### src/rtl/z16_fetch_ctrl.sv
// Z16 instruction fetch sequencer: owns the fetch PC, buffers fetched words in a
// small FIFO for decode, and handles redirect/flush and halt-with-drain.
module z16_fetch_ctrl #(
  parameter logic [15:0] RESET_PC = 16'h0000,
  parameter int          DEPTH    = 2
) (
  input  logic        i_clk,
  input  logic        i_rst,
  output logic [15:0] o_mem_addr,
  input  logic [15:0] i_mem_instr,
  output logic        o_valid,
  input  logic        i_ready,
  output logic [15:0] o_instr,
  output logic [15:0] o_pc,
  input  logic        i_redirect,
  input  logic [15:0] i_redirect_pc,
  input  logic        i_halt,
  output logic        o_halted
);

  localparam int PW = (DEPTH > 1) ? $clog2(DEPTH) : 1;
  localparam int CW = $clog2(DEPTH) + 1;
  localparam logic [CW-1:0] DEPTH_C = CW'(DEPTH);

  typedef enum logic {S_RUN, S_HALT} state_t;

  state_t          r_state;
  state_t          w_state_nxt;
  logic [15:0]     r_pc;
  logic [PW-1:0]   r_head;
  logic [PW-1:0]   r_tail;
  logic [CW-1:0]   r_count;
  logic [15:0]     r_buf_pc    [DEPTH];
  logic [15:0]     r_buf_instr [DEPTH];

  logic            w_valid;
  logic            w_pop;
  logic            w_push;

  assign w_valid = (r_count != '0);
  assign w_pop   = w_valid & i_ready;
  // A pop in the same cycle frees a slot, so a full buffer still sustains 1/cycle.
  assign w_push  = (r_state == S_RUN) & ~i_halt & ~i_redirect &
                   ((r_count < DEPTH_C) | w_pop);

  always_ff @(posedge i_clk) begin
    if (i_rst) r_state <= S_RUN;
    else       r_state <= w_state_nxt;
  end

  always_comb begin
    w_state_nxt = r_state;
    case (r_state)
      S_RUN:   if (i_halt)  w_state_nxt = S_HALT;
      S_HALT:  if (!i_halt) w_state_nxt = S_RUN;
      default: w_state_nxt = S_RUN;
    endcase
  end

  always_ff @(posedge i_clk) begin
    if (i_rst) begin
      r_pc    <= {RESET_PC[15:1], 1'b0};
      r_head  <= '0;
      r_tail  <= '0;
      r_count <= '0;
    end else if (i_redirect) begin
      r_pc    <= {i_redirect_pc[15:1], 1'b0};
      r_head  <= '0;
      r_tail  <= '0;
      r_count <= '0;
    end else begin
      if (w_push) begin
        r_pc   <= r_pc + 16'd2;
        r_tail <= r_tail + PW'(1);
      end
      if (w_pop) r_head <= r_head + PW'(1);
      if (w_push && !w_pop)      r_count <= r_count + CW'(1);
      else if (w_pop && !w_push) r_count <= r_count - CW'(1);
    end
  end

  // Buffer storage carries no reset; occupancy is tracked by r_count alone.
  always_ff @(posedge i_clk) begin
    if (w_push) begin
      r_buf_pc[r_tail]    <= r_pc;
      r_buf_instr[r_tail] <= i_mem_instr;
    end
  end

  assign o_mem_addr = r_pc;
  assign o_valid    = w_valid;
  assign o_instr    = w_valid ? r_buf_instr[r_head] : 16'h0000;
  assign o_pc       = w_valid ? r_buf_pc[r_head]    : 16'h0000;
  assign o_halted   = (r_state == S_HALT) & (r_count == '0);

endmodule

### config.mk
export PLATFORM = sky130hd
export DESIGN_NAME = z16_fetch_ctrl
export DESIGN_NICKNAME = d
export VERILOG_FILES = /design/src/rtl/z16_fetch_ctrl.sv
export SDC_FILE = /design/constraint.sdc
export NUM_CORES = 1
export LEC_CHECK = 0
export ABC_AREA = 1
export ABC_CLOCK_PERIOD_IN_PS = 5050
export CORE_MARGIN = 1.5
export CORE_UTILIZATION = 50
export CTS_CLUSTER_DIAMETER = 100
export CTS_CLUSTER_SIZE = 8
export DETAILED_ROUTE_END_ITERATION = 16
export MAX_ROUTING_LAYER = met4
export PLACE_DENSITY_LB_ADDON = 0.2
export SLEW_MARGIN = 20
export SYNTH_ARGS = -nofsm -noshare
export SYNTH_HDL_FRONTEND = slang
export SYNTH_SLANG_ARGS = --single-unit
### constraint.sdc
create_clock -name i_clk -period 5.05 [get_ports i_clk]
set_clock_uncertainty 0.2 [all_clocks]
set_input_delay 1.2625 -clock i_clk [delete_from_list [all_inputs] [get_ports i_clk]]
set_output_delay 1.2625 -clock i_clk [all_outputs]
set_load 0.02 [all_outputs]
; ---- Word level (Yosys, flattened, before mapping)
; Memory sizes are Yosys's and may differ from the RTL's. A register that Yosys moved wholly into a read port is not among the register bits.
; Index checks and enable logic that the tools add are counted.
[totals]
ff_bits = 21
ramBits = 64
output_inout_bits = 50
wordCells = 45
n_memories = 2
[classes]
add_sub_neg = 5
order_cmp = 1
n_mux = 13
bitwise = 9
reduce_logical = 9
[memory_table]
columns = name, words, width, read_ports, rd_clocked_by_memory_dff, wr, line
row1 = r_buf_instr, 2, 16, 1, 1, 1, 34  ; logic [15:0] r_buf_instr [DEPTH];
row2 = r_buf_pc, 2, 16, 1, 1, 1, 33  ; logic [15:0] r_buf_pc [DEPTH];
[ops]
columns = operator, count
row1 = $mux 16, 4
row2 = $add 16x2->16 const B, 1
row3 = $mux 1, 7
row4 = $reduce_bool 2->1, 3
row5 = $and 1x1->1, 5
row6 = $mux 2, 2
row7 = $not 1->1, 3
row8 = $add 1x1->1 const B, 2
row9 = $add 2x1->2 const B, 1
row10 = $logic_and 1x1->1, 2
row11 = $logic_not 1->1, 2
row12 = $logic_not 2->1, 1
row13 = $lt 2x2->1 const B, 1
row14 = $reduce_or 2->1, 1
row15 = $sub 2x1->2 const B, 1
row16 = $or 1x1->1, 1

; ---- Depth between registers and ports, before layout
[depth]
depth_word = 8
ltp_mapped = 10
ltp_nobuf = 9

; ---- Worst setup path after synthesis
; Ideal clock, no wire load.
[synth_timing]
path_type = input to register
start = input port i_redirect
end = memory r_buf_instr[1][0], enable pin
setup_time_ns = 0.421
t_arrival_ns = 2.909
required_ns = 4.429
path_slack_ns = 1.520
path_stages = 4
path_cell_list = buf_6 -> inv_2 -> nand3_2 -> nor2_1
[synth_between]
elab_chain_cells = 5
[synth_rtl]
columns = element, line
row1 = "start, declared", 15  ; input logic i_redirect,
row2 = $not 1->1, 43  ; assign w_push = (r_state == S_RUN) & ~i_halt & ~i_redirect &
row3 = $and 1x1->1 (2 in series), 43
row4 = $mux 1, 84  ; if (w_push) begin
row5 = $mux 1 (not written as such), 86  ; r_buf_instr[r_tail] <= i_mem_instr;
row6 = "end, declared", 34
; Every way passes these cells.

==> impl_results.rst <==
.. list-table::
   :header-rows: 1

   * - Metric
     - Value
   * - Startpoint type of the worst setup path
     - flip-flop
   * - Critical path start-end classification
     - reg2out
   * - Hold Path Stages
     - 2
   * - Most Crowded Layer GR
     - met2
   * - Power per standard cell area
     - 313 mW/mm²
   * - IO Pins
     - 87
   * - Setup TNS
     - 0 ns
   * - Post-cts resize count
     - 0
   * - Worst IR drop on VDD
     - 0.160 mV
   * - Number of maximum-capacitance violations
     - 0
   * - Clk_lat worst skew
     - 0.35 ns
   * - Number of endpoints failing setup at the final stage
     - 0
   * - Pin count of the biggest net entering global routing
     - 33
   * - Final GP Congestion
     - 0.858
   * - Area of the mapped netlist
     - 0.00361 mm²
   * - Comb pwr share
     - 11.9%
   * - Number of global-route vias before repair
     - 2,753
   * - Kind of end point of the critical path
     - primary output
   * - Rows
     - 30
   * - Static leakage
     - 1.73 nW
   * - Synth Instances
     - 365
   * - TritonCTS Sinks
     - 83
   * - Antenna violation net count after detailed routing
     - 0
   * - Levels on crit path
     - 5
   * - Part of the cycle the worst path needs
     - 81.3%
   * - Total number of nets in the final design
     - 487
   * - # placed instances
     - 533
   * - CTS max path bufs
     - 2
   * - Setup repair bufs after CTS
     - 0
   * - DRT Wirelength
     - 7570 µm
   * - Synth async-reset ratio
     - 0%
   * - Number of storage elements in the synthesis netlist
     - 83
   * - Path type of the worst min-delay path
     - reg2reg
   * - Setup repair after global routing missed its margin
     - no
   * - Iteration-0 DRC Markers
     - 118
   * - Effective utilization at floorplan
     - 52.6%
   * - Buffers added on ports
     - 83
   * - Number of antenna violations at the first check in global routing
     - 0
   * - Biggest fanout along the worst timing path
     - 32
   * - Final instance count without filler cells
     - 549
   * - Die height
     - 88.0 µm
   * - First-pass GRT wire length
     - 11,900 µm
   * - Register area share after synthesis
     - 63.2%
   * - Post-detailed-route wirelength per cell
     - 13.8 µm
   * - Critical-path top delay cell
     - sky130_fd_sc_hd__inv_1
   * - # H-tree levels
     - 3
   * - Clock buffers created by TritonCTS
     - 9
   * - Area added between synthesis and finish
     - 31.3%
   * - Sw Pwr
     - 0.000332 W
   * - Die outline width
     - 88.0 µm
   * - Post-place instance area
     - 0.00452 mm²
   * - Final worst path period need
     - 4.10 ns
   * - Congestion Overflow GR
     - 0
   * - Count of different cell masters after synthesis
     - 28
   * - Detailed placer's ending HPWL
     - 5010 µm
   * - DR vias/cell
     - 5.15
   * - Total of warnings raised by yosys
     - 0
   * - Layout cell share with drive strength beyond 1
     - 7.51%
   * - Post-route worst hold slack
     - 0.311 ns
   * - Outcome
     - completed
   * - Switch share
     - 22.4%
   * - Full die area
     - 0.00774 mm²
   * - Cell chosen for the clock root
     - sky130_fd_sc_hd__clkbuf_8
   * - Clock tree from TritonCTS
     - done
   * - Area of the core
     - 0.00687 mm²
   * - Met2 Resource Use GR
     - 36.4%
   * - Clock share of power
     - 35.7%
   * - Logic depth of the worst register-to-register path
     - 8
   * - Average footprint of a synthesized cell
     - 9.89 µm²
   * - Post-synth EDFFs
     - 62
   * - Diode count
     - 0
   * - Area of all placed cells without fillers
     - 0.00474 mm²
   * - Number of hold-slack violations in the final timing report
     - 0
   * - GRT Total Usage
     - 21.3%
   * - CP required
     - 3.59 ns
   * - Power share of the sequential group
     - 52.4%
   * - Achievable clock frequency
     - 0.244 GHz
   * - Kind of cell with the highest combined delay on the critical path
     - buffers and inverters
   * - Count of buffer and inverter cells on the critical path
     - 3
   * - Fill count
     - 523
   * - Slew at the pin closest to its max-slew limit
     - 0.967 ns
   * - Internal power contribution
     - 0.00115 W
   * - Clock edge transition at the registers on the reported setup and hold paths
     - 0.07 ns
   * - Met3 track demand over resource in global routing
     - 3.96%
   * - Count of TritonRoute iterations in the first routing pass
     - 4
   * - Hold_buf cts
     - 0
   * - Rel. slew slack
     - 35.5%
   * - Routing usage on met1
     - 23.2%
   * - Total count of max-transition violations in the final report
     - 0
   * - List of cells traversed by the critical path
     - buf_4, inv_1, nand2_1, a21oi_1, clkdlybuf4s50_1
   * - Predominant post-synthesis flop cell
     - sky130_fd_sc_hd__edfxtp_1
   * - Delay of the slowest critical-path stage
     - 0.75 ns
   * - Vias
     - 2,830
   * - Drc violations
     - 0
   * - Crit path DAT
     - 2.64 ns
worst min-delay path, delay by kind of cell (launching register included):
kind             cells  cell delay (ns)
flip-flops           1             0.34
AO/OA/AOI/OAI        1             0.05
AND/OR/NAND/NOR      1             0.07
sequential cells by signal (all words and copies together) (netlist names), named ones only:
register     flops
r_tail           1
r_buf_instr     32
r_buf_pc        30
o_mem_addr      15
r_count          2
r_head           1
r_state          1
path summary, 6_finish.rpt:
kind,from,endpoint,slack [ns]
worst max-delay path,flip-flop,o_pc[6],0.95
worst min-delay path,r_count[0],r_count[0],0.31
worst max register to register,r_count[1],r_count[1],2.89
worst min register to register,r_count[0],r_count[0],0.31
cell type report:
type / count / area (µm²) / share of cell area (%)
flip-flops and latches: 83 / 2280 / 48.2
clock inverters: 2 / 60.1 / 1.27
well taps: 96 / 120 / 2.53
repair buffers: 87 / 861 / 18.2
clock buffers: 14 / 164 / 3.46
inverters: 26 / 97.6 / 2.06
multi-input cells: 241 / 1150 / 24.4
synthesized netlist by cell type, types with 2 or more instances:
cell                       number  area share [%]
sky130_fd_sc_hd__nor2_4         2            0.62
sky130_fd_sc_hd__nor2_1        15             1.6
sky130_fd_sc_hd__buf_4          2            0.42
sky130_fd_sc_hd__inv_1         24             2.5
sky130_fd_sc_hd__inv_2          2            0.21
sky130_fd_sc_hd__a31oi_1        4            0.69
sky130_fd_sc_hd__a21boi_0       7             1.5
sky130_fd_sc_hd__a21oi_1       42             5.8
sky130_fd_sc_hd__nand2_2        2            0.35
sky130_fd_sc_hd__nand3_1       26             3.6
sky130_fd_sc_hd__nor2_2         3            0.52
sky130_fd_sc_hd__nand2_1      118              12
sky130_fd_sc_hd__clkbuf_1      10             1.0
sky130_fd_sc_hd__o21bai_1       2            0.42
sky130_fd_sc_hd__dfxtp_1       21              12
sky130_fd_sc_hd__nor3b_1        3            0.62
sky130_fd_sc_hd__buf_6          3            0.94
sky130_fd_sc_hd__edfxtp_1      62              52
sky130_fd_sc_hd__nand4_1        5            0.87
sky130_fd_sc_hd__or2_2          3            0.52
sky130_fd_sc_hd__ha_1           2            0.69
per-stage QoR:
step	utilization (%)	setup slack [ns]	total power, W
after floorplan	-	1.52	0.000879
after global placement	65.7	1.32	0.000963
after detailed placement	65.7	1.29	0.000969
after CTS	69.0	0.904	0.00149
after global routing	69.0	0.823	0.00153
final	69.0	0.947	0.00148
cell families (layout without fill, tap and decap cells):
family                     Yosys count  in the layout  synth area share, %
other                                1              2                0.104
xor gates and xnor gates             1              1                0.243
buffers and inverters               42            129                 5.23
adders and majority gates            2              2                0.693
DFF                                 83             83                 63.2
AOI/OAI and AO/OA                   58             58                 9.29
and+or+nand+nor                    178            178                 21.2
layer usage:
metal	up-vias	part of all wire (%)
li1	1395	-
met1	1317	41
met2	104	50
met3	14	7.0
met4	0	2.3
met5	-	0
power groups by stage:
stage	logic, W	clock network, W	registers [W]
2_1_floorplan	0.0000840	0	0.000795
3_3_place_gp	0.000173	0	0.000790
3_5_place_dp	0.000178	0	0.000791
4_1_cts	0.000178	0.000534	0.000776
5_1_grt	0.000193	0.000561	0.000779
6_report	0.000177	0.000529	0.000776
placed cells by master, fill, tap and decap left out, types with 4 or more instances in the layout:
master | netlist | routed
sky130_fd_sc_hd__edfxtp_1 | 62 | 62
sky130_fd_sc_hd__dfxtp_1 | 21 | 21
sky130_fd_sc_hd__a31oi_1 | 4 | 4
sky130_fd_sc_hd__nand3_1 | 26 | 26
sky130_fd_sc_hd__clkbuf_8 | 0 | 9
sky130_fd_sc_hd__inv_1 | 24 | 24
sky130_fd_sc_hd__nand2_1 | 118 | 118
sky130_fd_sc_hd__nor2_1 | 15 | 12
sky130_fd_sc_hd__clkbuf_1 | 10 | 4
sky130_fd_sc_hd__buf_4 | 2 | 4
sky130_fd_sc_hd__nor2_2 | 3 | 5
sky130_fd_sc_hd__nand4_1 | 5 | 5
sky130_fd_sc_hd__a21oi_1 | 42 | 42
sky130_fd_sc_hd__a21boi_0 | 7 | 7
sky130_fd_sc_hd__clkdlybuf4s50_1 | 0 | 83
No activity file was read; power rests on OpenSTA's default activity.
